<file path="config.mk">
export PLATFORM = sky130hd
export DESIGN_NAME = line_mem_arbiter
export DESIGN_NICKNAME = d
export VERILOG_FILES = /design/src/rtl/cache_types.sv /design/src/rtl/rr_pick.sv /design/src/rtl/line_mem_arbiter.sv
export SDC_FILE = /design/constraint.sdc
export NUM_CORES = 1
export LEC_CHECK = 0
export BUFFER_PORTS_ARGS = -buffer_cell sky130_fd_sc_hd__buf_4
export CELL_PAD_IN_SITES_DETAIL_PLACEMENT = 1
export CELL_PAD_IN_SITES_GLOBAL_PLACEMENT = 1
export CORE_AREA = 2 2 517 519
export DETAILED_ROUTE_END_ITERATION = 6
export DIE_AREA = 0 0 519 521
export PLACE_DENSITY = 0.3
export REMOVE_ABC_BUFFERS = 1
export SLEW_MARGIN = 25
export SYNTH_ARGS = -nofsm -noshare
export SYNTH_HDL_FRONTEND = slang
export SYNTH_SLANG_ARGS = --single-unit
</file>
<file path="constraint.sdc">
create_clock -name clk -period 23.3 [get_ports clk]
set_clock_uncertainty 0.2 [all_clocks]
set_input_delay 4.66 -clock clk [delete_from_list [all_inputs] [get_ports clk]]
set_output_delay 4.66 -clock clk [all_outputs]
set_load 0.05 [all_outputs]
</file>
<file path="src/rtl/cache_types.sv">
// Shared cache-side types: line arbiter states, line/beat geometry and an address helper.
package cache_types;

    typedef enum logic [2:0] {
        ARB_IDLE,
        ARB_WR_BURST,
        ARB_RD_ISSUE,
        ARB_RD_WAIT,
        ARB_RESP
    } line_arb_state_t;

    localparam int LINE_BITS        = 256;
    localparam int BEAT_BITS        = 64;
    localparam int LINE_OFFSET_BITS = 5;

    function automatic logic [31:0] line_align(input logic [31:0] addr);
        return addr & ~((32'd1 << LINE_OFFSET_BITS) - 32'd1);
    endfunction

endpackage

</file>
<file path="src/rtl/rr_pick.sv">
// Combinational rotate-priority picker: first pending index at or after rr_ptr, wrapping.
module rr_pick #(
    parameter int N     = 3,
    parameter int IDX_W = $clog2(N)
) (
    input  logic [N-1:0]     pending,
    input  logic [IDX_W-1:0] rr_ptr,
    output logic             gnt_valid,
    output logic [IDX_W-1:0] gnt_idx
);

    localparam int SW = IDX_W + 1;

    logic [2*N-1:0] rotated;
    logic [SW-1:0]  sum;

    // rotated[k] is pending[(rr_ptr+k) mod N]; scanning k downward leaves the lowest k as winner
    always_comb begin
        rotated   = {pending, pending} >> rr_ptr;
        sum       = '0;
        gnt_valid = 1'b0;
        gnt_idx   = '0;
        for (int k = N - 1; k >= 0; k--) begin
            if (rotated[k]) begin
                sum = {1'b0, rr_ptr} + SW'(k);
                if (sum >= SW'(N)) begin
                    sum = sum - SW'(N);
                end
                gnt_valid = 1'b1;
                gnt_idx   = sum[IDX_W-1:0];
            end
        end
    end

endmodule

</file>
<file path="src/rtl/line_mem_arbiter.sv">
// Round-robin arbiter sharing one 64-bit burst memory port among line-granularity requesters.
// Optional per-requester grant/wait counters are built when LINE_ARB_PERF_EN is defined.
module line_mem_arbiter
    import cache_types::*;
#(
    parameter int NUM_REQ = 3,
    parameter int BEATS   = 4
) (
    input  logic                       clk,
    input  logic                       rst,
    input  logic [NUM_REQ*32-1:0]      req_addr,
    input  logic [NUM_REQ-1:0]         req_read,
    input  logic [NUM_REQ-1:0]         req_write,
    input  logic [NUM_REQ*LINE_BITS-1:0] req_wdata,
    output logic [LINE_BITS-1:0]       req_rdata,
    output logic [NUM_REQ-1:0]         req_resp,
    output logic [31:0]                bmem_addr,
    output logic                       bmem_read,
    output logic                       bmem_write,
    output logic [BEAT_BITS-1:0]       bmem_wdata,
    input  logic                       bmem_ready,
    input  logic [31:0]                bmem_raddr,
    input  logic [BEAT_BITS-1:0]       bmem_rdata,
    input  logic                       bmem_rvalid
`ifdef LINE_ARB_PERF_EN
    ,
    output logic [NUM_REQ*32-1:0]      perf_grants,
    output logic [NUM_REQ*32-1:0]      perf_wait
`endif
);

    localparam int IDX_W  = $clog2(NUM_REQ);
    localparam int BEAT_W = $clog2(BEATS);

    if (BEATS != 4) begin : g_beats_check
        $error("line_mem_arbiter: BEATS must be 4 for 256-bit lines on a 64-bit port");
    end

    line_arb_state_t       state;
    logic [IDX_W-1:0]      gnt_q;
    logic [IDX_W-1:0]      rr_ptr_q;
    logic [BEAT_W-1:0]     beat_q;
    logic [31:0]           line_addr_q;
    logic [BEAT_BITS-1:0]  buf_q [BEATS];
    logic [LINE_BITS-1:0]  rdata_q;

    logic [NUM_REQ-1:0]    pending;
    logic                  pick_valid;
    logic [IDX_W-1:0]      pick_idx;
    logic [31:0]           addr_arr  [NUM_REQ];
    logic [LINE_BITS-1:0]  wline_arr [NUM_REQ];
    logic [LINE_BITS-1:0]  sel_line;
    logic [BEAT_BITS-1:0]  wbeat_arr [BEATS];
    logic [LINE_BITS-1:0]  line_next;
    logic                  beat_hit;
    logic                  last_beat;

    assign pending = req_read | req_write;

    for (genvar i = 0; i < NUM_REQ; i++) begin : g_req
        assign addr_arr[i]  = req_addr[i*32 +: 32];
        assign wline_arr[i] = req_wdata[i*LINE_BITS +: LINE_BITS];
    end

    rr_pick #(
        .N     (NUM_REQ),
        .IDX_W (IDX_W)
    ) u_pick (
        .pending   (pending),
        .rr_ptr    (rr_ptr_q),
        .gnt_valid (pick_valid),
        .gnt_idx   (pick_idx)
    );

    // Write data is taken live from the granted requester; the line buffer view folds in the arriving beat
    assign sel_line = wline_arr[gnt_q];
    for (genvar b = 0; b < BEATS; b++) begin : g_beat
        assign wbeat_arr[b] = sel_line[b*BEAT_BITS +: BEAT_BITS];
        assign line_next[b*BEAT_BITS +: BEAT_BITS] =
            (beat_q == BEAT_W'(b)) ? bmem_rdata : buf_q[b];
    end

    assign beat_hit  = bmem_rvalid && (line_align(bmem_raddr) == line_addr_q);
    assign last_beat = (beat_q == BEAT_W'(BEATS - 1));

    always_ff @(posedge clk or posedge rst) begin
        if (rst) begin
            state       <= ARB_IDLE;
            gnt_q       <= '0;
            rr_ptr_q    <= '0;
            beat_q      <= '0;
            line_addr_q <= '0;
            rdata_q     <= '0;
            for (int b = 0; b < BEATS; b++) begin
                buf_q[b] <= '0;
            end
        end else begin
            case (state)
                ARB_IDLE: begin
                    if (pick_valid) begin
                        gnt_q       <= pick_idx;
                        line_addr_q <= line_align(addr_arr[pick_idx]);
                        state       <= req_write[pick_idx] ? ARB_WR_BURST : ARB_RD_ISSUE;
                    end
                end
                ARB_WR_BURST: begin
                    if (bmem_ready) begin
                        if (last_beat) begin
                            beat_q <= '0;
                            state  <= ARB_RESP;
                        end else begin
                            beat_q <= beat_q + BEAT_W'(1);
                        end
                    end
                end
                ARB_RD_ISSUE: begin
                    if (bmem_ready) begin
                        state <= ARB_RD_WAIT;
                    end
                end
                ARB_RD_WAIT: begin
                    // The completed line is published to req_rdata only once all beats are in
                    if (beat_hit) begin
                        buf_q[beat_q] <= bmem_rdata;
                        if (last_beat) begin
                            beat_q  <= '0;
                            rdata_q <= line_next;
                            state   <= ARB_RESP;
                        end else begin
                            beat_q <= beat_q + BEAT_W'(1);
                        end
                    end
                end
                ARB_RESP: begin
                    rr_ptr_q <= (gnt_q == IDX_W'(NUM_REQ - 1)) ? '0 : gnt_q + IDX_W'(1);
                    state    <= ARB_IDLE;
                end
                default: state <= ARB_IDLE;
            endcase
        end
    end

    assign bmem_read  = (state == ARB_RD_ISSUE);
    assign bmem_write = (state == ARB_WR_BURST);
    assign bmem_addr  = (bmem_read || bmem_write) ? line_addr_q : '0;
    assign bmem_wdata = bmem_write ? wbeat_arr[beat_q] : '0;
    assign req_resp   = (state == ARB_RESP) ? (NUM_REQ'(1) << gnt_q) : '0;
    assign req_rdata  = rdata_q;

`ifdef LINE_ARB_PERF_EN
    for (genvar i = 0; i < NUM_REQ; i++) begin : g_perf
        logic        grant_now;
        logic        granted;
        logic [31:0] grants_q;
        logic [31:0] wait_q;

        assign grant_now = (state == ARB_IDLE) && pick_valid && (pick_idx == IDX_W'(i));
        assign granted   = (state == ARB_IDLE) ? grant_now : (gnt_q == IDX_W'(i));

        always_ff @(posedge clk or posedge rst) begin
            if (rst) begin
                grants_q <= '0;
                wait_q   <= '0;
            end else begin
                if (grant_now && (grants_q != '1)) begin
                    grants_q <= grants_q + 32'd1;
                end
                if (pending[i] && !granted && (wait_q != '1)) begin
                    wait_q <= wait_q + 32'd1;
                end
            end
        end

        assign perf_grants[i*32 +: 32] = grants_q;
        assign perf_wait[i*32 +: 32]   = wait_q;
    end
`endif

endmodule

</file>
==> summary.txt <==
Status
  • Run status: finished, final reports clean

Final layout
  • Layout cells sized above 1: 0.393
  • Most common cell after layout, fill and taps aside: buf_4
  • Layout area overhead: 56.3%
  • Final instance area: 0.0442 mm2
  • Layout net count: slightly below 5000
  • Leading cell types in the layout, fill and taps excluded: 1345 x buf_4, 481 x dfrtp_1, 475 x mux2i_1

Routing
  • WL final: 246000 um
  • Drt pass-1 iters: 4
  • Drt initial violations: 1182
  • Via density: around 3.6
  • Drc violations: 0
  • Post-route ant nets: 0
  • Via count: 27100
  • Mean routed wirelength per cell: 32.6 um

Worst setup path
  • Top fanout value on the critical path: 1
  • WP data required: 18440 ps
  • Critical path class: in -> out
  • CP Capture Type: primary output
  • Startpoint Class: input port
  • Critical Path AT: 6700 ps

CTS
  • H-tree depth: 3
  • Hold_buf cts: 0
  • Postcts setup bufs: 0
  • CTS Root Buffer Type: clkbuf_16
  • Cts bufs inserted: 69
  • Cts repair resizes: 0
  • CTS tree: yes
  • CTS Buffer Depth: 3
  • Worst-skew pair later-pin latency: 670 ps
  • CTS sink cnt: 484
  • CTS clock-pin slew for the worst setup and hold paths: around 50 ps

STA
  • Number of hold violations in the final report: 0
  • Fin. max-slew vios: 0
  • Fmax: approximately 0.086 GHz
  • RSZ-0062 raised after global routing: no
  • Rel. slew slack: 0.342
  • Post-layout min period: between 10000 and 15000 ps
  • Setup total negative slack: 0 ps
  • Worst setup margin: 11740 ps
  • Final setup viols: 0
  • Period utilisation layout: 0.496
  • Slew at the pin closest to its max-slew limit: ~960 ps

Min path
  • Worst min-delay path class: reg -> reg

Floorplanning
  • Die X: a little over 500 um
  • Die Ht: 521 um
  • Ports: approximately 1300
  • Core Rows: around 190
  • Die area: 0.270 mm2
  • Initial core utilization: 0.107
  • Core area: 0.264 mm2

Power and ir drop
  • Seq pwr share: 0.214
  • VDD IR-drop max: roughly 0.000074 V
  • Switching power: 2.05 mW
  • Gate power share: 0.540
  • LEAKAGE: 20.3 nW
  • Pwr/cell area: 99.6 mW/mm2
  • Switching share of power: 0.466
  • P_int: about 2.4 mW
  • Clock group share of total power: 0.246

Synth
  • Avg Inst Size Synth: 10.4 um2
  • Cell Area, Synth: 0.0283 mm2
  • Async set or reset register ratio after synthesis: 1.00
  • EDFF count, synth: 0
  • Synth warnings: 0
  • Sequential area share after synthesis: 0.428
  • Netlist cell types: just over 50
  • Gate Count Post-Synth: around 2700
  • Most used DFF post-synth: dfrtp_1
  • #FFs+latches synth: approximately 480

Place
  • Final GP Congestion: 0.888
  • Setup slack at placement: around 12000 ps
  • IO buf count: between 1000 and 1500
  • Placed Instance Area: 0.0418 mm2
  • Hpwl dp: 204000 um

GRT
  • Initial antenna violation count: 181
  • Largest net degree at the start of global routing: 166
  • Global route overflow: 0
  • First-pass GRT wire length: 313000 um
  • Gr usage total: 0.176
  • Vias in the first global route: 29100

Run
  • Max_cap viols: 0
==> per-layer routing <==
layer  routed length, um  up-vias  share of wire  global-route usage
li1                    -    12100              -                   -
met1               83000    13500           0.34               0.171
met2              133000     1133           0.54               0.331
met3               19000      386          0.077              0.0603
met4               10900       38          0.044              0.0858
met5                 234        -        0.00095                   0
==> per-stage QoR <==
step | power [mW] | utilization | cells | hold WS [ps]
final | 4.41 | 0.167 | 7548 | 286
after global routing | 4.67 | 0.167 | 7538 | 298
after CTS | 4.56 | 0.167 | 7495 | 293
after detailed placement | 3.42 | 0.158 | 7374 | 280
after global placement | 3.42 | 0.158 | 7374 | 272
after floorplan | 2.64 | - | 2493 | 264
==> cell families after synthesis <==
logic type,count (synthesis),share of synthesized area
simple gates,632,0.0911
flops,484,0.428
buf+inv,235,0.0424
fa+ha+maj,7,0.00310
mux,797,0.322
other cells,1,0.000133
xor+xnor,28,0.00893
compound gates,531,0.105
==> worst paths after layout <==
check / start / endpoint / slack [ps] / cells past startpoint
worst max register to register: beat_q[1] / buf_q[134] / 18560 / 7
max in group asynchronous: rst / buf_q[130] / 16200 / 5
worst min register to register: req_rdata[173] / req_rdata[173] / 290 / 2
worst max-delay path: req_wdata[569] / bmem_wdata[57] / 11740 / 7
worst min-delay path: req_rdata[173] / req_rdata[173] / 290 / 2
min in group asynchronous: rst / line_addr_q[28] / 3930 / 2
==> layout make-up <==
| class | count | area [um2] |
|---|---|---|
| Multi-Input combinational cell | 2000 | 15100 |
| Antenna cell | 53 | 133 |
| Timing Repair Buffer | 1348 | 10100 |
| Sequential cell | 484 | 12100 |
| Clock inverter | 18 | 268 |
| Tap cell | 3533 | 4420 |
| Clock buffer | 103 | 2010 |
| Fill cell | 30900 | 220000 |
| Inverter | 9 | 43.8 |
==> synthesized netlist by cell type, drive strengths merged, types with 4 or more instances <==
master	count	area share
a21oi	261	0.046
nor4	7	0.0015
inv	9	0.0012
nand2b	6	0.0013
xnor2	12	0.0037
dfrtp	484	0.43
xor2	16	0.0052
ha	7	0.0031
nor2b	28	0.0062
nor3	13	0.0023
buf	110	0.026
clkbuf	116	0.015
mux4	64	0.051
mux2i	475	0.17
o21ai	198	0.035
nand2	201	0.027
nor2	357	0.047
mux2	258	0.10
a21o	4	0.0011
a211oi	54	0.018
==> flip-flops by register name, indices dropped and copies added, names as in the netlist <==
name         cells
beat_q           2
buf_q          192
gnt_q            2
line_addr_q     27
req_rdata      256
rr_ptr_q         2
state            3
==> critical path, cell delays in order <==
cell	delay, ps
buf_4	110
mux2i_1	570
nor2_1	110
a21oi_1	520
mux4_2	370
nor2_1	110
buf_4	240
==> power by group through the flow <==
stage                     Sequential (mW)  Clock (mW)  Combinational [mW]
after floorplan                      1.04           0                1.60
after global placement              0.963           0                2.45
after detailed placement            0.963           0                2.46
after CTS                           0.948        1.15                2.46
after global routing                0.951        1.17                2.55
final                               0.942        1.08                2.38
No activity file was read; power rests on OpenSTA's default activity.
